### config.mk
export PLATFORM = sky130hd
export DESIGN_NAME = cdc_hs_src_flat
export DESIGN_NICKNAME = d
export VERILOG_FILES = /design/src/rtl/cdc_hs_src_if.sv /design/src/rtl/cdc_hs_src.sv /design/src/flat_wrapper.sv
export SDC_FILE = /design/constraint.sdc
export NUM_CORES = 1
export LEC_CHECK = 0
export ABC_AREA = 1
export CAP_MARGIN = 5
export CORE_MARGIN = 10
export CORE_UTILIZATION = 38
export CTS_BUF_LIST = sky130_fd_sc_hd__clkbuf_4
export CTS_CLUSTER_SIZE = 8
export DETAILED_ROUTE_END_ITERATION = 12
export GPL_TIMING_DRIVEN = 0
export PLACE_DENSITY = 0.8
export SYNTH_ARGS = -nofsm -noshare
export SYNTH_HDL_FRONTEND = slang
export SYNTH_SLANG_ARGS = --single-unit
### constraint.sdc
create_clock -name clk -period 1 [get_ports clk]
set_input_delay 0.2 -clock clk [delete_from_list [all_inputs] [get_ports clk]]
set_output_delay 0.2 -clock clk [all_outputs]
set_load 0.03 [all_outputs]
### src/rtl/cdc_hs_src_if.sv
// rtl/cdc_hs_src_if.sv - handshake bundle between the source logic and the 4-phase CDC sender
interface cdc_hs_src_if #(
  parameter int WIDTH = 8
);
  logic             valid_i;
  logic [WIDTH-1:0] data_i;
  logic             ready_o;
  logic             req_o;
  logic [WIDTH-1:0] data_o;
  logic             ack_i;
  logic             done_o;
  logic             err_o;

  modport master (
    input  valid_i, data_i, ack_i,
    output ready_o, req_o, data_o, done_o, err_o
  );

  modport slave (
    output valid_i, data_i, ack_i,
    input  ready_o, req_o, data_o, done_o, err_o
  );
endinterface

### src/rtl/cdc_hs_src.sv
// rtl/cdc_hs_src.sv - source side of a 4-phase req/ack clock-domain-crossing handshake
module cdc_hs_src #(
  parameter int WIDTH = 8,
  parameter int DEPTH = 2
) (
  input  logic         clk,
  input  logic         rstn,
  cdc_hs_src_if.master hs
);

  generate
    if (DEPTH < 2) begin : g_depth_chk
      $error("cdc_hs_src: DEPTH must be at least 2");
    end
  endgenerate

  typedef enum logic [1:0] {
    IDLE    = 2'd0,
    WAIT_HI = 2'd1,
    WAIT_LO = 2'd2
  } state_t;

  state_t           state_q, state_d;
  logic [DEPTH-1:0] sync_q;
  logic             ack_s;
  logic             ready;
  logic             req_q, req_d;
  logic [WIDTH-1:0] data_q, data_d;
  logic             done_q, done_d;
  logic             err_q, err_d;

  // ack_i is asynchronous: it lands directly in the first flop, nothing else reads it
  always_ff @(posedge clk or negedge rstn) begin
    if (!rstn) begin
      sync_q <= '0;
    end else begin
      sync_q <= {sync_q[DEPTH-2:0], hs.ack_i};
    end
  end

  assign ack_s = sync_q[DEPTH-1];
  assign ready = (state_q == IDLE) && !ack_s;

  always_comb begin
    state_d = state_q;
    req_d   = req_q;
    data_d  = data_q;
    done_d  = 1'b0;
    err_d   = err_q;
    unique case (state_q)
      IDLE: begin
        // ack still high while idle means the destination is out of step
        if (ack_s) begin
          err_d = 1'b1;
        end else if (hs.valid_i) begin
          data_d  = hs.data_i;
          req_d   = 1'b1;
          state_d = WAIT_HI;
        end
      end
      WAIT_HI: begin
        if (ack_s) begin
          req_d   = 1'b0;
          state_d = WAIT_LO;
        end
      end
      WAIT_LO: begin
        if (!ack_s) begin
          done_d  = 1'b1;
          state_d = IDLE;
        end
      end
      default: begin
        req_d   = 1'b0;
        state_d = IDLE;
      end
    endcase
  end

  always_ff @(posedge clk or negedge rstn) begin
    if (!rstn) begin
      state_q <= IDLE;
      req_q   <= 1'b0;
      data_q  <= '0;
      done_q  <= 1'b0;
      err_q   <= 1'b0;
    end else begin
      state_q <= state_d;
      req_q   <= req_d;
      data_q  <= data_d;
      done_q  <= done_d;
      err_q   <= err_d;
    end
  end

  assign hs.ready_o = ready;
  assign hs.req_o   = req_q;
  assign hs.data_o  = data_q;
  assign hs.done_o  = done_q;
  assign hs.err_o   = err_q;

endmodule

### src/flat_wrapper.sv
// flat-port wrapper written by rule: the top's interface ports become plain ports
module cdc_hs_src_flat 
#(
  parameter int WIDTH = 8,
  parameter int DEPTH = 2
)
  (clk, rstn, hs_valid_i, hs_data_i, hs_ack_i, hs_ready_o, hs_req_o, hs_data_o, hs_done_o, hs_err_o);
  cdc_hs_src_if #(.WIDTH(WIDTH)) hs_i ();
  input  logic clk;
  input  logic rstn;
  input wire logic [$bits(hs_i.valid_i)-1:0] hs_valid_i;
  input wire logic [$bits(hs_i.data_i)-1:0] hs_data_i;
  input wire logic [$bits(hs_i.ack_i)-1:0] hs_ack_i;
  output wire logic [$bits(hs_i.ready_o)-1:0] hs_ready_o;
  output wire logic [$bits(hs_i.req_o)-1:0] hs_req_o;
  output wire logic [$bits(hs_i.data_o)-1:0] hs_data_o;
  output wire logic [$bits(hs_i.done_o)-1:0] hs_done_o;
  output wire logic [$bits(hs_i.err_o)-1:0] hs_err_o;
  assign hs_i.valid_i = hs_valid_i;
  assign hs_i.data_i = hs_data_i;
  assign hs_i.ack_i = hs_ack_i;
  assign hs_ready_o = hs_i.ready_o;
  assign hs_req_o = hs_i.req_o;
  assign hs_data_o = hs_i.data_o;
  assign hs_done_o = hs_i.done_o;
  assign hs_err_o = hs_i.err_o;
  cdc_hs_src #(.WIDTH(WIDTH), .DEPTH(DEPTH)) u_core (.clk(clk), .rstn(rstn), .hs(hs_i));
endmodule
---- After elaboration in Yosys (flattened, before gate mapping) ----
Cells that the tools add are included.
Widths: inputs -> output; s select.
storage, ports and cells
  register bits after elaboration ......... 15
  bits of input ports ..................... 12
  word-level logic and storage cells ...... 32
cells by class
  eq/ne operators ......................... 6
  multiplexer cells ....................... 11
  bitwise gates (word level) .............. 2
  reduce and logical (&&, ||, !) cells .... 7
operators by type and width
  cell                number
  $mux 2              4
  $reduce_and 4->1    2
  $ne 2x2->1 const B  3
  $pmux 2 s3          1
  $mux 1              5
  $pmux 1 s3          1
  $reduce_and 3->1    1
  $eq 2x1->1 const B  1
  $eq 2x2->1 const B  1
  $logic_not 2->1     1
  $ne 2x1->1 const B  1
  $not 1->1           2
  $reduce_and 2->1    1
  $logic_and 1x1->1   1
  $logic_not 1->1     1

---- Longest topological paths before layout ----
  word-level depth ........................ 3
  depth in mapped cells ................... 5
  depth with buffers taken out ............ 5

---- Worst setup path after synthesis ----
Ideal clock, no wire load.
  kind .................................... flip-flop to output port
  from .................................... register u_core.sync_q[1]
  to ...................................... output hs_ready_o
  arrival ................................. 963 ps
  required time ........................... 800 ps
  path slack .............................. -163 ps
  cell stages (with the launch flop) ...... 4
  buffers on the path ..................... 0
  path through ............................ dfrtp_1 > inv_1 > nand2_1 > nor2_1
on the way
  cells in the longest elaborated chain, start to end .. 2
RTL lines
  what                      line                RTL
  start: declaration        cdc_hs_src.sv:24    logic [DEPTH-1:0] sync_q;
  start signal: assignment  cdc_hs_src.sv:37    sync_q <= {sync_q[DEPTH-2:0], hs.ack_i};
  $logic_not 1->1           cdc_hs_src.sv:42    assign ready = (state_q == IDLE) && !ack_s;
  $logic_and 1x1->1         cdc_hs_src.sv:42
  end: declaration          flat_wrapper.sv:14  output wire logic [$bits(hs_i.ready_o)-1:0] hs_ready_o;
Every way passes these cells.

---- Final worst setup path ----
  from .................................... register u_core.state_q[1]
  to ...................................... output hs_ready_o
on the way
  cells in the longest elaborated chain, start to end .. 2
RTL lines
  what                      line              RTL
  start: declaration        cdc_hs_src.sv:23  state_t state_q, state_d;
  start signal: assignment  cdc_hs_src.sv:88  state_q <= state_d;
  $logic_not 2->1           cdc_hs_src.sv:42
  $logic_and 1x1->1         cdc_hs_src.sv:42
Every way passes these cells.

==> impl_metrics.yaml <==
cts:
  clk_pin_slew_ns: 0.08
  cts.htree.levels: 1
  cts_buffer_depth: 2
  cts.sinks: 15
  cts_buffers: 3
  cts_tree: "done"
  clock_latency_ns: 0.29
  root_buffer: "clkbuf_4"
placed_design:
  hpwl_mm: 1.09
  gp_routability_congestion: 0.682
  dp.cells: 95
  portBuffers: 23
route:
  drt-initial-drc-count: 5
  post_drt_wl_per_cell_um: 14.0
  routed_wl_mm: 1.58
  via_count: 541
  vias_per_cell: 4.79
  post-route-drc-count: 0
  drtAntennaViolNets: 0
  drtPass1Iterations: 4
worst_setup_path:
  cp.arrival_ns: 1.05
  max_stage_delay_ns: 0.41
  crit_fanout: 3
  path_cells: "inv_2, nand2_4, nor2_4, buf_6"
  crit_buf_inv: 2
  critPathKind: "reg -> out"
  r2r_setup_slack_ns: -0.12
  cp_top_family: "flip-flops"
  slowest_stage: "dfrtp_1"
  required_ns: 0.80
  worst_setup_path_start_kind: "register"
  endpoint_kind: "output pin"
sta:
  period_minus_slack_ns: 1.25
  slew_headroom: 0.570
  fin_ws_ns: -0.246
  fmax_ghz: 0.802
  hold_ws_ns: 0.303
  hold_viol_final: 0
  setup-violations-final: 21
  grt_setup_unrepaired: "yes"
  timing.final.crit_share: 1.25
  fin_skew_ns: 0.000598
  drv_slew: 0
  worst-slew-pin-transition_ns: 0.643
floorplanning:
  start_util: 0.419
  die_area_mm2: 0.00346
  coreArea_mm2: 0.00137
  ios: 24
  fp.dieH_um: 58.8
  fp.dieW_um: 58.8
  rows: 13
global_routing:
  grt_util_all_layers: 0.102
  grt_max_degree: 16
  grt_pass1_wl_mm: 2.72
  antenna_found_initial: 0
  overflow: 0
  grt_pass1_vias: 588
outcome:
  status: "complete, but fails checks"
  failed_checks: "negative setup slack"
power_and_ir_drop:
  power_mw: 1.87
  p_leak_nw: 0.512
  peakVddDrop_v: 0.00118
  powerDensity_mw_per_mm2: 1870
synth:
  synth_ff_type: "dfrtp_1"
  yosys_warnings: 0
  synthTopCellsByArea: "dfrtp_1 (66%), nand2_1 (14%), nand3_1 (7.0%)"
  yosysTopAreaCell: "dfrtp_1"
  asyncSetResetFlopFracSynth: 1.00
  synth_seq_cells: 15
  yosys.cell_count.top_type: "nand2_1"
  synth-edff-count: 0
  ys_seq_area_frac: 0.655
  synthesis.area_um2: 573
  synth_common_cells: "nand2_1 (22), dfrtp_1 (15), nand3_1 (8), inv_1 (4)"
  synth.avg_cell_area_um2: 10.1
  syn_inst: 57
  synth_cell_types: 9
  synth_top_area_share: 0.655
  syn-num-nets: 69
finish:
  final_cell_count_no_fill: 113
  drive_gt1_frac: 0.398
  area_growth_pct: 74.5
  post-route-util: 0.732
  diodes: 0
  nets: 111
hold_path:
  min_path_type: "in -> async"
run:
  drv_cap: 0
worst reg2reg max path, stage by stage (launching register included):
cell	delay (ns)
dfrtp_1	0.41
buf_4	0.16
nor2_4	0.20
nand2_4	0.12
nand2_1	0.08
nand2_1	0.05
cells by family after synthesis:
group,count (synthesis),share of synthesized area
compound gates,3,0.0328
buf+inv,4,0.0262
flops,15,0.655
simple gates,35,0.286
cells in the final DEF (no fill, tap or decap):
| master | Yosys | routed |
|---|---|---|
| a21o_2 | 1 | 1 |
| a21oi_1 | 2 | 2 |
| buf_4 | 0 | 11 |
| buf_6 | 0 | 15 |
| clkbuf_4 | 0 | 4 |
| clkdlybuf4s50_1 | 0 | 11 |
| dfrtp_1 | 15 | 14 |
| dfrtp_2 | 0 | 1 |
| inv_1 | 4 | 2 |
| inv_2 | 0 | 2 |
| nand2_1 | 22 | 21 |
| nand2_4 | 1 | 2 |
| nand3_1 | 8 | 8 |
| nor2_1 | 2 | 1 |
| nor2_4 | 2 | 3 |
metrics by stage:
| step | setup WS (ns) | TNS [ns] | instance area (µm²) |
|---|---|---|---|
| after detailed placement | -0.584 | -7.10 | 830 |
| after floorplan | 0.00330 | 0 | 581 |
| after global placement | -0.569 | -6.78 | 830 |
| after global routing | -0.294 | -2.58 | 1000 |
| after CTS | -0.242 | -1.38 | 985 |
| final | -0.246 | -1.47 | 1000 |
power breakdown:
group,internal [mW],switching (mW)
registers,0.701,0.0746
logic,0.355,0.365
clock network,0.182,0.190
metal layers:
layer  track usage  vias up  wire length [µm]
met5             0        -                 0
met4        0.0295        0                22
met3        0.0751        4               182
met2         0.162       19               782
met1         0.105      257               595
li1              -      261                 -
worst paths after layout:
kind / from / cells past startpoint / to
worst max register to register: u_core.state_q[1] / 5 / u_core.hs.data_o[1]
worst min register to register: u_core.sync_q[0] / 0 / u_core.sync_q[1]
max in group asynchronous: rstn / 1 / u_core.state_q[0]
min in group clk: hs_ack_i / 1 / u_core.sync_q[0]
worst min-delay path: rstn / 1 / u_core.hs.data_o[6]
worst max-delay path: u_core.state_q[1] / 4 / hs_ready_o
final cells by class:
cell class | instances | area (µm²)
sequential | 15 | 377
timing repair buffer | 37 | 362
tap | 15 | 18.8
inverter | 4 | 15.0
clock buffer | 4 | 30.0
multi-input combinational | 38 | 198
fill | 108 | 367
timing repair:
item | in CTS | in global routing
gates cloned | 0 | 0
setup endpoints to repair | 22 | 22
pin swaps | 2 | 1
setup buffers | 12 | 2
hold buffers | 0 | 0
gates resized for setup | 92 | 0
flip-flops by register name, indices dropped and copies added (netlist names):
register and count:
u_core.hs.err_o 1, u_core.state_q 2, u_core.hs.data_o 8, u_core.sync_q 2
u_core.hs.done_o 1, u_core.hs.req_o 1
Note: power is estimated with default switching activity, not from simulation.
